`src/rtl/regfile_wb_scoreboard_pkg.sv`:
```
`default_nettype none
// ============================================================================
// Module   : regfile_wb_scoreboard_pkg
// Purpose  : Shared sizes and writeback-source encoding for the register-file
//            writeback controller and its round-robin arbiter.
// Revision : 1.0 - initial release
// ============================================================================
package regfile_wb_scoreboard_pkg;

  localparam int DW   = 32;       // register data width
  localparam int AW   = 5;        // register address width
  localparam int NREG = 2 ** AW;  // architectural registers

  // Writeback source identity, used as the round-robin pointer.
  typedef enum logic {
    SRC_ALU = 1'b0,
    SRC_LSU = 1'b1
  } wb_src_e;

  // The source that should win a tie given the previous winner.
  function automatic wb_src_e tie_winner(input wb_src_e last);
    return (last == SRC_ALU) ? SRC_LSU : SRC_ALU;
  endfunction

endpackage : regfile_wb_scoreboard_pkg
`default_nettype wire

```
`src/rtl/regfile_wb_scoreboard_arb.sv`:
```
`default_nettype none
// ============================================================================
// Module   : wb_rr_arbiter
// Purpose  : Two-way round-robin arbiter for the single register-file write
//            port. Produces a one-hot (or empty) grant combinationally and
//            remembers the last winner so ties alternate.
// Revision : 1.0 - initial release
// ============================================================================
module wb_rr_arbiter
  import regfile_wb_scoreboard_pkg::*;
(
  input  logic clk,
  input  logic rst_n,
  input  logic alu_req_i,
  input  logic lsu_req_i,
  output logic alu_gnt_o,
  output logic lsu_gnt_o
);

  wb_src_e last_grant_q;
  wb_src_e last_grant_d;
  wb_src_e winner;

  // Grant selection and pointer next-state; nothing is granted while in reset.
  always_comb begin
    alu_gnt_o    = 1'b0;
    lsu_gnt_o    = 1'b0;
    last_grant_d = last_grant_q;
    winner       = tie_winner(last_grant_q);
    if (rst_n) begin
      if (alu_req_i && lsu_req_i) begin
        alu_gnt_o = (winner == SRC_ALU);
        lsu_gnt_o = (winner == SRC_LSU);
      end else begin
        alu_gnt_o = alu_req_i;
        lsu_gnt_o = lsu_req_i;
      end
      if (alu_gnt_o) begin
        last_grant_d = SRC_ALU;
      end else if (lsu_gnt_o) begin
        last_grant_d = SRC_LSU;
      end
    end
  end

  // Pointer register; resets to LSU so the ALU wins the first tie.
  always_ff @(posedge clk) begin
    if (!rst_n) begin
      last_grant_q <= SRC_LSU;
    end else begin
      last_grant_q <= last_grant_d;
    end
  end

endmodule : wb_rr_arbiter
`default_nettype wire

```
`src/rtl/regfile_wb_scoreboard.sv`:
```
`default_nettype none
// ============================================================================
// Module   : regfile_wb_scoreboard
// Purpose  : Writeback controller in front of the 32x32 register file.
//            Arbitrates ALU/LSU writebacks onto one registered write port
//            and keeps a per-register busy scoreboard that stalls issue on
//            RAW and WAW hazards.
// Revision : 1.0 - initial release
// ============================================================================
module regfile_wb_scoreboard
  import regfile_wb_scoreboard_pkg::*;
(
  input  logic            clk,
  input  logic            rst_n,
  input  logic            alu_wb_valid,
  input  logic [AW-1:0]   alu_wb_addr,
  input  logic [DW-1:0]   alu_wb_data,
  output logic            alu_wb_ready,
  input  logic            lsu_wb_valid,
  input  logic [AW-1:0]   lsu_wb_addr,
  input  logic [DW-1:0]   lsu_wb_data,
  output logic            lsu_wb_ready,
  output logic            rf_we,
  output logic [AW-1:0]   rf_wa,
  output logic [DW-1:0]   rf_wd,
  input  logic            iss_alloc_valid,
  input  logic [AW-1:0]   iss_alloc_addr,
  input  logic [AW-1:0]   iss_src1_addr,
  input  logic [AW-1:0]   iss_src2_addr,
  output logic            iss_stall,
  output logic [NREG-1:0] busy_vec
);

  // --------------------------------------------------------------------------
  // Arbitration
  // --------------------------------------------------------------------------
  logic gnt_alu;
  logic gnt_lsu;

  wb_rr_arbiter u_arb (
    .clk       (clk),
    .rst_n     (rst_n),
    .alu_req_i (alu_wb_valid),
    .lsu_req_i (lsu_wb_valid),
    .alu_gnt_o (gnt_alu),
    .lsu_gnt_o (gnt_lsu)
  );

  assign alu_wb_ready = gnt_alu;
  assign lsu_wb_ready = gnt_lsu;

  logic          gnt_any;
  logic [AW-1:0] wb_addr;
  logic [DW-1:0] wb_data;

  // Steer the granted request onto the shared writeback path.
  always_comb begin
    gnt_any = gnt_alu | gnt_lsu;
    wb_addr = '0;
    wb_data = '0;
    if (gnt_alu) begin
      wb_addr = alu_wb_addr;
      wb_data = alu_wb_data;
    end else if (gnt_lsu) begin
      wb_addr = lsu_wb_addr;
      wb_data = lsu_wb_data;
    end
  end

  // --------------------------------------------------------------------------
  // Registered write port
  // --------------------------------------------------------------------------
  logic          rf_we_q, rf_we_d;
  logic [AW-1:0] rf_wa_q, rf_wa_d;
  logic [DW-1:0] rf_wd_q, rf_wd_d;

  // A granted write to r0 is absorbed: the grant still counts but the
  // register file never sees an enable, and address/data keep their values.
  always_comb begin
    rf_we_d = gnt_any && (wb_addr != '0);
    rf_wa_d = rf_wa_q;
    rf_wd_d = rf_wd_q;
    if (rf_we_d) begin
      rf_wa_d = wb_addr;
      rf_wd_d = wb_data;
    end
  end

  // Write-port registers give the one-cycle grant-to-write latency.
  always_ff @(posedge clk) begin
    if (!rst_n) begin
      rf_we_q <= 1'b0;
      rf_wa_q <= '0;
      rf_wd_q <= '0;
    end else begin
      rf_we_q <= rf_we_d;
      rf_wa_q <= rf_wa_d;
      rf_wd_q <= rf_wd_d;
    end
  end

  assign rf_we = rf_we_q;
  assign rf_wa = rf_wa_q;
  assign rf_wd = rf_wd_q;

  // --------------------------------------------------------------------------
  // Busy scoreboard
  // --------------------------------------------------------------------------
  logic [NREG-1:0] busy_q;
  logic [NREG-1:0] busy_d;
  logic            alloc_ok;

  // Stall on any busy source (RAW) or a busy destination (WAW). busy_q[0]
  // is held at zero, so r0 operands never stall.
  always_comb begin
    iss_stall = busy_q[iss_src1_addr]
              | busy_q[iss_src2_addr]
              | (iss_alloc_valid & busy_q[iss_alloc_addr]);
    alloc_ok  = iss_alloc_valid && !iss_stall && (iss_alloc_addr != '0);
  end

  // Clear on writeback first, then set on alloc, so a same-edge set wins.
  always_comb begin
    busy_d = busy_q;
    if (gnt_any) begin
      busy_d[wb_addr] = 1'b0;
    end
    if (alloc_ok) begin
      busy_d[iss_alloc_addr] = 1'b1;
    end
    busy_d[0] = 1'b0;
  end

  // Scoreboard state register.
  always_ff @(posedge clk) begin
    if (!rst_n) begin
      busy_q <= '0;
    end else begin
      busy_q <= busy_d;
    end
  end

  assign busy_vec = busy_q;

endmodule : regfile_wb_scoreboard
`default_nettype wire
```
`config.mk`:
```
export PLATFORM = sky130hd
export DESIGN_NAME = regfile_wb_scoreboard
export DESIGN_NICKNAME = d
export VERILOG_FILES = /design/src/rtl/regfile_wb_scoreboard_pkg.sv /design/src/rtl/regfile_wb_scoreboard_arb.sv /design/src/rtl/regfile_wb_scoreboard.sv
export SDC_FILE = /design/constraint.sdc
export NUM_CORES = 1
export LEC_CHECK = 0
export CAP_MARGIN = 20
export CORE_ASPECT_RATIO = 0.75
export CORE_MARGIN = 5
export CORE_UTILIZATION = 40
export CTS_BUF_LIST = sky130_fd_sc_hd__clkbuf_4
export DETAILED_ROUTE_END_ITERATION = 16
export GPL_ROUTABILITY_DRIVEN = 0
export HOLD_SLACK_MARGIN = 0.02
export PLACE_DENSITY = 0.89
export SLEW_MARGIN = 5
export SYNTH_ARGS = -nofsm -noshare
export SYNTH_HDL_FRONTEND = slang
export SYNTH_SLANG_ARGS = --single-unit
export TNS_END_PERCENT = 100
```
`constraint.sdc`:
```
create_clock -name clk -period 2.56 [get_ports clk]
set_input_delay 0.512 -clock clk [delete_from_list [all_inputs] [get_ports clk]]
set_output_delay 0.512 -clock clk [all_outputs]
set_load 0.02 [all_outputs]
```
# Yosys cells after proc, flatten, opt, wreduce, memory -nomap -nowiden
# Cells that the tools add are included.
# totals
elab_cells,54
in_bits,94
output_inout_bits,73
register_bits,71
# op_classes
mux,25
n_bitwise,7
n_lt_le_gt_ge,6
reduce_logical,10
# op_table
op,n
two-way mux 32 bit,4
AND 32 bit,1
NOT 32 bit,1
OR 32 bit,1
less-than comparator 5 x 6 -> 1 bit (second input constant),4
binary-select mux 1 bit (select 5 bit),3
two-way mux 1 bit,14
demux 1 bit (select 5 bit),2
greater-or-equal comparator 5 x 1 -> 1 bit (second input constant),2
two-way mux 5 bit,2
nonzero test 5 bit,2
logical AND 1 bit,6
OR 1 bit,3
nonzero test 2 bit,1
AND 1 bit,1
zero test 1 bit,1

# Logic depth before layout (Yosys ltp)
# depth
ltp_word,15
mapped_depth,9
ltp_nobuf,7

# Modules after synthesis
# Synthesis repeated with hierarchy kept, for this count alone.
# unflattened
hier_cells,476
area_unflattened_um2,4078.9
# by_module_without_submodules
module,seq_area_each_um2,area_each_um2,cells_per_inst,n_inst
regfile_wb_scoreboard,1381.3,4026.4,469,1
wb_rr_arbiter,20.0,52.6,7,1

# Worst setup path after synthesis
# Ideal clock, no wire load.
# synth_timing
path_kind,input to output
start,input iss_src2_addr[0]
end,output iss_stall
path_slack_ns,-0.035
t_required_ns,2.048
arrival_time_ns,2.083
stages,6
n_path_buf,1
cell_sequence,clkbuf_1 -> mux4_2 -> nor2b_1 -> nor4_1 -> nor4_2 -> o211ai_1
# synth_via
elab_chain_len,4
# synth_rtl
item,line_no,source
from (decl),regfile_wb_scoreboard.sv:29,"input logic [AW-1:0] iss_src2_addr,"
binary-select mux 1 bit (select 5 bit),regfile_wb_scoreboard.sv:117,| busy_q[iss_src2_addr]
two-way mux 1 bit (not written as such),regfile_wb_scoreboard.sv:117,
OR 1 bit,regfile_wb_scoreboard.sv:117,
OR 1 bit,regfile_wb_scoreboard.sv:118,| (iss_alloc_valid & busy_q[iss_alloc_addr]);
to (decl),regfile_wb_scoreboard.sv:30,"output logic iss_stall,"
# Every way passes these cells. The select of a mux whose other input is x is not followed.

# Final worst setup path
# layout_timing
start,input iss_src1_addr[0]
end,output iss_stall
# layout_via
elab_chain_len,4
# layout_rtl
item,line_no,source
from (decl),regfile_wb_scoreboard.sv:28,"input logic [AW-1:0] iss_src1_addr,"
binary-select mux 1 bit (select 5 bit),regfile_wb_scoreboard.sv:116,iss_stall = busy_q[iss_src1_addr]
two-way mux 1 bit (not written as such),regfile_wb_scoreboard.sv:116,
OR 1 bit,regfile_wb_scoreboard.sv:117,
OR 1 bit,regfile_wb_scoreboard.sv:118,
# Every way passes these cells. The select of a mux whose other input is x is not followed.

==> impl_metrics.toml <==
[synthesis]
netlist_top_cells_count = "dfxtp_1 (70), nor2_1 (53), nor3_1 (42)"
synth_xor_area_share_pct = 0
synth_top_area_cell = "dfxtp_1"
yosys.area_share.simple_pct = 20.43
postSynthAreaPerCell_um2 = 8.908
synthFlopType = "dfxtp_1"
synthesis.nets = 547
yosysTopAreaCellShare_pct = 34.73
synthTopCellsByArea = "dfxtp_1 (35%), a221oi_1 (6.9%), nor3_1 (5.2%), nor2_1 (4.9%), mux2i_1 (4.5%)"
synth_edf_count = 0
async_flop_share_pct = 0
synth_top_family_by_area = "compound AO/OA/AOI/OAI gates"
synthAdderAreaFrac_pct = 0
yosysSeqAreaShare_pct = 34.73
synth_compound_area_share_pct = 26.20
ys_ff_latch = 70
synthesis.area_um2 = 4035
synth_mux_area_share_pct = 12.74
synth.distinct_cells = 54
synth_warnings = 0
yosysMostFrequentCell = "dfxtp_1"
syn_inst = 453

[grt]
grt_max_degree = 36
grt_use_total_pct = 27.00
overflow = 0
grt_pass1_wl_um = 26800
first_global_vias = 5098
antenna_found_initial = 1

[final_layout]
syn2layout_area_growth_pct = 60.93
fin_area_um2 = 6494
fin_nets = 765
final_cells = 808
drive_gt1_share_pct = 21.93

[clock_network]
cts.path.max_buffers = 2
clkSlewWorstSetupHoldPaths_ns = 0.11
cts_tree = "yes"
hold_buffers = 0
clock-sinks = 70
clk_latency_ns = 0.43
h-tree-depth = 3
cts_made_buffers = 9
clockRootBuffer = "clkbuf_4"

[timing]
hold_viol_final = 0
finalMaxSlewViolations = 0
fin_crit_sh_pct = 107.7
skew_ns = 0.008483
worstMarginPinSlew_ns = 0.5113
setup_slack_ns = -0.1963
slew_headroom_pct = 65.65
clock.fmax_mhz = 362.8
timing.hold.ws_ns = 0.4960
post-route-min-period_ns = 2.756
tns_ns = -0.1963
grt_setup_unrepaired = "true"
setup_viol = 1

[critical_path]
path_max_fanout = 4
ff2ff_setup_slack_ns = 0.06
worstReg2RegStart = "busy_vec[20]"
crit_path_end = "iss_stall"
start_kind = "input port"
worstReg2RegEnd = "busy_vec[8]"
crit_start = "iss_src1_addr[0]"
cp-end-kind = "output pin"
r2r_cells = 9
crit_type = "input port to output pin"
cp.required_ns = 2.05
arrival_ns = 2.24

[placement]
placedInstanceArea_um2 = 6294
portBuffers = 165
place_inst = 787
hpwl_um = 12610

[floorplan]
initial_core_util_pct = 41.45
num_rows = 31
dieArea_um2 = 12220
io-pin-count = 167
core-area_um2 = 9736
fp.dieH_um = 96.98
die_width_um = 126.0

[routing]
drt_iter0_drc = 580
wl_met1_um = 6522
wl_met2_um = 8095
wl_um = 17000
routedWlPerCell_um = 21.04
antenna_left = 0
remaining_drc_errors = 0
wl_met3_um = 1813
vias_per_cell = 6.186
first_pass_iters = 6
vias = 4998
routed.top_layer = "met4"

[power_and_ir_drop]
total_power_w = 0.002730
ir_worst_vdd_mv = 0.3164
leakage_nw = 2.479
power_density_nw_per_um2 = 420.4

[min_path]
hold_path_class = "flip-flop to flip-flop"
worstHoldStart = "rf_wa[4]"

[status]
status = "complete, but fails checks"
violations = "setup timing"

[run]
drv_cap = 0
[stage by stage]
| stage | utilization, % | setup slack, ns |
|---|---|---|
| after detailed placement | 64.64 | -0.8757 |
| after floorplan | - | 0.01856 |
| after global placement | 64.64 | -0.8115 |
| final | 66.70 | -0.1963 |
| after global routing | 66.70 | -0.2410 |
| after CTS | 66.39 | -0.1619 |
[sequential cells by signal, summed over array words and instances (netlist names)]
name                cells
u_arb.last_grant_q      1
busy_vec               31
rf_wa                   5
rf_wd                  32
rf_we                   1
[how the worst min path moves through the flow]
stage	endpoint	slack, ns	depth (start not counted)
after global routing	busy_vec[20]	0.48	3
after floorplan	u_arb.last_grant_q	0.46	2
after CTS	busy_vec[12]	0.47	3
final	rf_wa[4]	0.50	2
after global placement	rf_wa[2]	0.47	2
after detailed placement	rf_wa[4]	0.48	2
[cell usage in the layout, fill, tap and decap left out, types with 5 or more instances in the layout]
| cell | netlist | layout |
|---|---|---|
| nor2_1 | 53 | 53 |
| o22ai_1 | 5 | 5 |
| mux2_2 | 8 | 8 |
| o41ai_1 | 12 | 9 |
| a221oi_1 | 32 | 32 |
| mux4_2 | 5 | 5 |
| o21ai_0 | 20 | 20 |
| o211ai_1 | 20 | 20 |
| clkbuf_4 | 0 | 11 |
| dfxtp_1 | 70 | 61 |
| nor3_1 | 42 | 40 |
| a32oi_1 | 5 | 5 |
| a21oi_1 | 5 | 5 |
| clkdlybuf4s50_1 | 0 | 150 |
| buf_6 | 4 | 5 |
| dlygate4sd2_1 | 0 | 10 |
| mux4_1 | 5 | 5 |
| o311ai_0 | 13 | 13 |
| nand2b_1 | 12 | 11 |
| dfxtp_2 | 0 | 7 |
| nand2_1 | 16 | 16 |
| o41ai_2 | 4 | 7 |
| buf_4 | 2 | 81 |
| nand3b_1 | 6 | 6 |
| nand3_1 | 11 | 11 |
| mux2i_1 | 18 | 18 |
[routing by layer]
layer	vias up	GRT usage (%)
li1	2225	-
met1	2367	33.46
met2	345	44.95
met3	61	7.324
met4	0	9.810
met5	-	0
[cell families (layout without fill, tap and decap cells)]
kind of cell,Yosys count,in the layout
compound gates,132,132
simple gates,164,164
mux,36,36
flops,70,70
buf+inv,50,272
other cells,1,2
[final cells by class]
cell class                      instances  area (um^2)
Multi-Input combinational cell        333         2447
Clock buffer                           11        82.58
Tap cell                              132        165.2
Antenna cell                            1        2.502
Sequential cell                        70         1418
Inverter                                4        15.01
Fill cell                             735         3242
Clock inverter                          4        25.02
Timing Repair Buffer                  253         2338
[where the power goes]
| part | switching (W) | total [W] | leakage, nW | internal, W |
|---|---|---|---|---|
| clock | 0.000396 | 0.000609 | 0.0587 | 0.000213 |
| sequential | 0.0000379 | 0.00119 | 0.577 | 0.00115 |
| combinational | 0.000470 | 0.000929 | 1.84 | 0.000459 |
[worst max-delay path, stage by stage]
cell             delay (ns)
clkdlybuf4s15_1        0.32
mux4_1                 0.59
o32a_1                 0.19
o2111ai_1              0.13
o31a_2                 0.20
o211ai_1               0.11
buf_4                  0.19
[timing repair]
item                       CTS  global route
cloned                       0             0
resized for setup           42             7
setup buffers                4             1
setup endpoints to repair   22             1
pin swaps                    5             0
No activity file was read; power rests on OpenSTA's default activity.
